$ cat src/rtl/timer_core.sv
// Prescaled 32-bit down-counter with a sticky expiry flag.
// Define TIMER_AUTO_RELOAD_EN for periodic operation; otherwise the timer is one-shot.
module timer_core #(
   parameter int PRESCALE_WIDTH = 8,
   parameter int PRESCALE       = 0
) (
   input  logic        clk,
   input  logic        reset,
   input  logic        timer_enable,
   input  logic [31:0] timer_count,
   input  logic        timer_interrupt_clear,
   output logic        timer_interrupt,
   output logic [31:0] timer_value,
   output logic        timer_running
);

   // state | meaning
   // IDLE  | stopped, waiting for an enable rising edge to load
   // RUN   | counting down on prescaler ticks
   // DONE  | one-shot expired; waits for enable low before returning to IDLE
   typedef enum logic [1:0] {
      IDLE = 2'd0,
      RUN  = 2'd1,
      DONE = 2'd2
   } state_t;

   localparam logic [PRESCALE_WIDTH-1:0] PRESCALE_TC = PRESCALE_WIDTH'(PRESCALE);

   state_t                    state_q, state_d;
   logic [31:0]               value_q, value_d;
   logic [PRESCALE_WIDTH-1:0] prescaler_q, prescaler_d;
   logic                      enable_d;
   logic                      irq_q, irq_d;
   logic                      enable_rise;
   logic                      tick;
   logic                      expire;

   assign enable_rise = timer_enable & ~enable_d;
   assign tick        = (prescaler_q == PRESCALE_TC);

   always_comb begin
      state_d     = state_q;
      value_d     = value_q;
      prescaler_d = prescaler_q;
      expire      = 1'b0;
      case (state_q)
         IDLE: begin
            if (enable_rise) begin
               state_d     = RUN;
               value_d     = timer_count;
               prescaler_d = '0;
            end
         end
         RUN: begin
            if (!timer_enable) begin
               state_d     = IDLE;
               prescaler_d = '0;
            end else if (tick) begin
               prescaler_d = '0;
               if (value_q != 32'd0) begin
                  value_d = value_q - 32'd1;
               end else begin
                  expire = 1'b1;
`ifdef TIMER_AUTO_RELOAD_EN
                  value_d = timer_count;
`else
                  state_d = DONE;
                  value_d = 32'd0;
`endif
               end
            end else begin
               prescaler_d = prescaler_q + PRESCALE_WIDTH'(1);
            end
         end
         DONE: begin
            value_d = 32'd0;
            if (!timer_enable) begin
               state_d = IDLE;
            end
         end
         default: begin
            state_d = IDLE;
         end
      endcase
   end

   // Clear wins over a simultaneous expiry, so that expiry is dropped.
   always_comb begin
      irq_d = irq_q;
      if (timer_interrupt_clear) begin
         irq_d = 1'b0;
      end else if (expire) begin
         irq_d = 1'b1;
      end
   end

   always_ff @(posedge clk) begin
      if (reset) begin
         state_q     <= IDLE;
         value_q     <= 32'd0;
         prescaler_q <= '0;
         enable_d    <= 1'b0;
         irq_q       <= 1'b0;
      end else begin
         state_q     <= state_d;
         value_q     <= value_d;
         prescaler_q <= prescaler_d;
         enable_d    <= timer_enable;
         irq_q       <= irq_d;
      end
   end

   assign timer_interrupt = irq_q;
   assign timer_value     = value_q;
   assign timer_running   = (state_q == RUN);

endmodule

$ cat config.mk
export PLATFORM = sky130hd
export DESIGN_NAME = timer_core
export DESIGN_NICKNAME = d
export VERILOG_FILES = /design/src/rtl/timer_core.sv
export SDC_FILE = /design/constraint.sdc
export NUM_CORES = 1
export LEC_CHECK = 0
export BUFFER_PORTS_ARGS = -buffer_cell sky130_fd_sc_hd__buf_2
export CORE_MARGIN = 2
export CORE_UTILIZATION = 23
export DETAILED_ROUTE_END_ITERATION = 7
export PLACE_DENSITY = 0.4
export SETUP_SLACK_MARGIN = 0.05
export SKIP_CTS_REPAIR_TIMING = 1
export SLEW_MARGIN = 10
export SYNTH_ARGS = -nofsm -noshare
export SYNTH_HDL_FRONTEND = slang
export SYNTH_SLANG_ARGS = --single-unit
$ cat constraint.sdc
create_clock -name clk -period 3.1 [get_ports clk]
set_input_delay 0.31 -clock clk [delete_from_list [all_inputs] [get_ports clk]]
set_output_delay 0.31 -clock clk [all_outputs]
set_load 0.02 [all_outputs]
== Yosys cells after proc, flatten, opt, wreduce, memory -nomap -nowiden ==
Index checks and enable logic that the tools add are counted.
Storage, ports and cells
  flip-flop bits (word level): 44
  word-level logic and storage cells: 45
Operators by class
  add/sub/neg operators: 2
  equal/unequal tests: 8
  muxes and demuxes: 19
  bitwise operators: 2
  reduce and logical (&&, ||, !) cells: 9
Operators with widths (count)
  $mux 32: 4
  $pmux 32 s3: 1
  $reduce_bool 32->1: 1
  $sub 32x1->32 const B: 1
  $mux 8: 3
  $pmux 8 s2: 1
  $mux 2: 5
  $add 8x1->8 const B: 1
  $logic_not 8->1: 1
  $reduce_and 4->1: 2
  $ne 2x2->1 const B: 3
  $pmux 2 s3: 1
  $mux 1: 4
  $ne 3x2->1 const B: 1
  $ne 3x3->1 const B: 1
  $reduce_bool 3->1: 1
  $eq 2x1->1 const B: 1
  $eq 2x2->1 const B: 1
  $logic_not 2->1: 1
  $ne 2x1->1 const B: 1
  $reduce_and 2->1: 1
  $reduce_bool 2->1: 1
  $reduce_or 2->1: 1
  $and 1x1->1: 1
  $not 1->1: 1

== Longest topological paths before layout ==
  word-level depth: 5
  depth in mapped cells: 10

== Worst setup path after synthesis ==
No wires, ideal clock.
  kind: register -> register
  start: register value_q[8], in the netlist timer_value[8]
  end: register value_q[4], in the netlist timer_value[4]
  setup time: 128 ps
  data arrival time: 2251 ps
  data required time: 2972 ps
  setup slack: 722 ps
  stages on the path, launching flop included: 10
  buffers on the path: 3
  clock period less this slack: 2378 ps
  cells stage by stage: dfxtp_1 -> or4_4 -> nand2b_4 -> buf_6 -> nor4_1 -> buf_2 -> nor2_2 -> buf_2 -> a221oi_1 -> nor2_1
Between the ends
  longest elaborated chain between the ends: 5
RTL lines
  from (decl): RTL line 30  | logic [31:0] value_q, value_d;
  from (signal assigned): RTL line 106  | value_q <= value_d;
  $reduce_bool 32->1: RTL line 60  | if (value_q != 32'd0) begin
  $mux 32: RTL line 60
  $mux 32: RTL line 58  | end else if (tick) begin
  $mux 32: RTL line 55  | if (!timer_enable) begin
  $pmux 32 s3: RTL line 46  | case (state_q)
Every way passes these cells. The select of a mux whose other input is x is not followed.
A chain may end at the register's enable or synchronous reset.

== Worst setup path after layout ==
Ends and elaborated chain as after synthesis.

==> results by group <==
Yosys
  • Post-synth EDFFs: 0
  • Top FF cell, synth: dfxtp_1
  • Sequential share of the synthesized area: a little under a third
  • Distinct cells, synth: 52
  • Synthesized cell area: approximately 2800 um2
  • Synthesis warning total: 0
  • Register bit total from synthesis: 44
  • Gate Count Post-Synth: about 360
  • Mapped Avg Cell Area: between 7 and 8 um2
  • Net count after synthesis: just over 400
  • Fraction of registers with async set/reset: 0%

Drt
  • First DRT Iteration DRCs: about 210
  • Drt drc: 0
  • Via count: about 3100
  • Routed len/inst: roughly 18 um
  • Final ANT Viol Nets: 0
  • DR vias/cell: about 5.3
  • 1st-pass router iterations: 4
  • Total wire length: 10.46 mm

Clock network
  • CTS Sinks: 44
  • Clock-pin slew on the worst setup and hold paths: 0.07 ns
  • CTS Buffer Depth: 2
  • Clock root cell: clkbuf_16
  • H-tree depth: 2
  • CTS tree: built
  • Clock buffer count from CTS: 5
  • Worst-skew pair later-pin latency: about 0.3 ns

Pwr
  • Worst VDD drop: between 0.0002 and 0.00025 V
  • Leak pwr: roughly 0.0014 uW
  • Total power draw: approximately 2100 uW
  • Power per cell area: 610.0 nW/um2

Timing
  • Setup Skew: roughly 0.0080 ns
  • Slew Limit Fails: 0
  • Measured slew at the worst slew-check pin: 1.189 ns
  • Fmax: 384.6 MHz
  • Period utilisation layout: 83.88%
  • Setup violations, final: 0
  • Post-route setup TNS: 0 ns
  • Max-slew headroom: between 20 and 25%
  • Fin crit period: ~2.6 ns
  • Final Hold Fails: 0
  • RSZ-0062 raised after global routing: no

Global routing
  • First-pass GRT wire length: about 16 mm
  • GR Overflow Total: 0
  • Pin count of the biggest net entering global routing: 38
  • Initial antenna violation count: 0
  • Vias in the first global route: 2962
  • Tot GR Track Use: roughly 16%

Floorplanning
  • Die Wd: between 100 and 150 um
  • Die Ht: approximately 110 um
  • Core box area: 11960 um2
  • Starting Density: 23.45%
  • I/O pins: 70
  • # rows: 40
  • Die area: between 10000 and 15000 um2

Critical path
  • Crit Path Class: register to register
  • WP data required: approximately 3.3 ns
  • Setup crit start kind: register
  • CP Data Arrival Time: about 2.8 ns
  • CP endpoint kind: register
  • R2r setup slk: ~0.5 ns
  • CP max FO: 27
  • Worst R2R Path Depth: 6
  • Worst R2R Start: timer_value[8]$_SDFFE_PP0P_
  • Worst r2r dst: timer_value[4]$_SDFFE_PP0P_

Layout
  • Final #Nets: approximately 480
  • Non-filler cells, final: a little under 600
  • Layout cells sized above 1: about a quarter
  • Ant diodes: 0
  • Area grow syn2layout: 25.29%
  • Layout filler cell count: approximately 1300

Job
  • Max-cap violations: 0

Min path
  • Hold Crit Depth: 2
  • Hold EP: timer_interrupt$_SDFFE_PP0P_
  • Min-delay src: timer_interrupt_clear
  • Hold crit path type: input pin to register

Placed design
  • Total placed cells including tap cells: approximately 570
  • DP HPWL: approximately 7.5 mm
  • Number of port buffers: between 60 and 70
  • Routability cong.: about 0.79

Status
  • Status: complete, no violations
==> registers in the layout, indices dropped and copies added, names as in the netlist <==
signal and flops:
enable_d 1, timer_value 32, prescaler_q 8, state_q 2, timer_interrupt 1
==> Yosys cell counts (8+ instances only) <==
master / count / area, um2
a32oi_1: 9 / 78.83
o32ai_1: 9 / 78.83
ha_1: 8 / 100.1
dfxtp_1: 44 / 880.8
nand2_1: 17 / 63.81
inv_1: 18 / 67.56
nand3b_1: 8 / 60.06
nor3_1: 21 / 105.1
a21oi_1: 21 / 105.1
o21ai_0: 25 / 125.1
nand3_1: 14 / 70.07
o31ai_1: 8 / 60.06
clkbuf_1: 15 / 56.30
nor4_1: 13 / 81.33
nor2_1: 33 / 123.9
==> placed cells by master (no fill, tap or decap), types with 5 or more instances in the layout <==
master / Yosys / routed
buf_2: 4 / 69
dfxtp_1: 44 / 44
nor2_1: 33 / 33
o21ai_0: 25 / 25
nor3_1: 21 / 21
a21oi_1: 21 / 21
inv_1: 18 / 18
nand2_1: 17 / 17
buf_4: 1 / 15
nand3_1: 14 / 14
nor4_1: 13 / 12
a32oi_1: 9 / 9
o32ai_1: 9 / 9
o31ai_1: 8 / 8
nand3b_1: 8 / 8
ha_1: 8 / 8
nor4b_1: 7 / 7
or4_1: 7 / 7
and3_1: 7 / 7
nor2b_1: 7 / 7
nand4_1: 6 / 6
a31oi_1: 6 / 6
a22oi_1: 6 / 6
or3_1: 5 / 5
clkbuf_16: 0 / 5
==> critical path, stage by stage, from the launching register on <==
cell	delay (ns)
dfxtp_1	0.35
or4_4	0.57
nand2b_4	0.22
nor4_2	0.51
nor2_2	0.38
a221oi_1	0.38
nor2_1	0.06
==> cell type report <==
cell class	instances	area, um2	share of cell area (%)
Multi-Input combinational cell	279	1767	50.27
Sequential cell	44	880.8	25.06
Timing Repair Buffer	84	457.9	13.03
Tap cell	147	183.9	5.233
Inverter	19	71.32	2.029
Clock inverter	2	15.01	0.4272
Clock buffer	6	138.9	3.952
==> power by group <==
| part | total [uW] | switching, uW | internal, uW |
|---|---|---|---|
| Combinational | 861 | 549 | 312 |
| Sequential | 706 | 82.0 | 624 |
| Clock | 576 | 255 | 322 |
| Total | 2140 | 886 | 1260 |
==> how the worst max path moves through the flow <==
| stage | startpoint | end | slack, ns | depth (start not counted) |
|---|---|---|---|---|
| finish | timer_value[8]$_SDFFE_PP0P_ | timer_value[4]$_SDFFE_PP0P_ | 0.50 | 6 |
| detailed placement | timer_value[8]$_SDFFE_PP0P_ | timer_value[25]$_SDFFE_PP0P_ | 0.49 | 6 |
| global route | timer_value[8]$_SDFFE_PP0P_ | timer_value[4]$_SDFFE_PP0P_ | 0.28 | 6 |
| floorplan | timer_value[8]$_SDFFE_PP0P_ | timer_value[4]$_SDFFE_PP0P_ | 0.72 | 9 |
| global placement | prescaler_q[0]$_SDFFE_PP0P_ | timer_value[19]$_SDFFE_PP0P_ | 0.51 | 7 |
| CTS | prescaler_q[0]$_SDFFE_PP0P_ | timer_value[31]$_SDFFE_PP0P_ | 0.48 | 7 |
==> routing by layer <==
metal	vias up	global-route usage, %	part of all wire [%]
li1	1520	-	-
met1	1486	21.32	46
met3	7	3.123	5.4
met5	-	0	0
met2	76	26.71	47
met4	0	3.740	0.96
==> stage by stage <==
stage	util, %	instance area [um2]	setup WS (ns)	hold WS (ns)
global placement	28.10	3361	0.5074	0.4805
CTS	29.38	3515	0.4772	0.1639
detailed placement	28.10	3361	0.4885	0.4778
global route	29.38	3515	0.2767	0.1829
floorplan	-	2805	0.7218	0.3893
finish	29.38	3515	0.4997	0.1757
==> kinds of logic after synthesis <==
logic type      after synthesis  share of synthesized area [%]
compound gates               98                          23.11
mux                           3                          1.115
simple gates                163                          32.56
xor+xnor                      7                          2.186
fa+ha+maj                     8                          3.568
flops                        44                          31.40
buf+inv                      41                          6.066
Power figures use the tool's default switching activity.
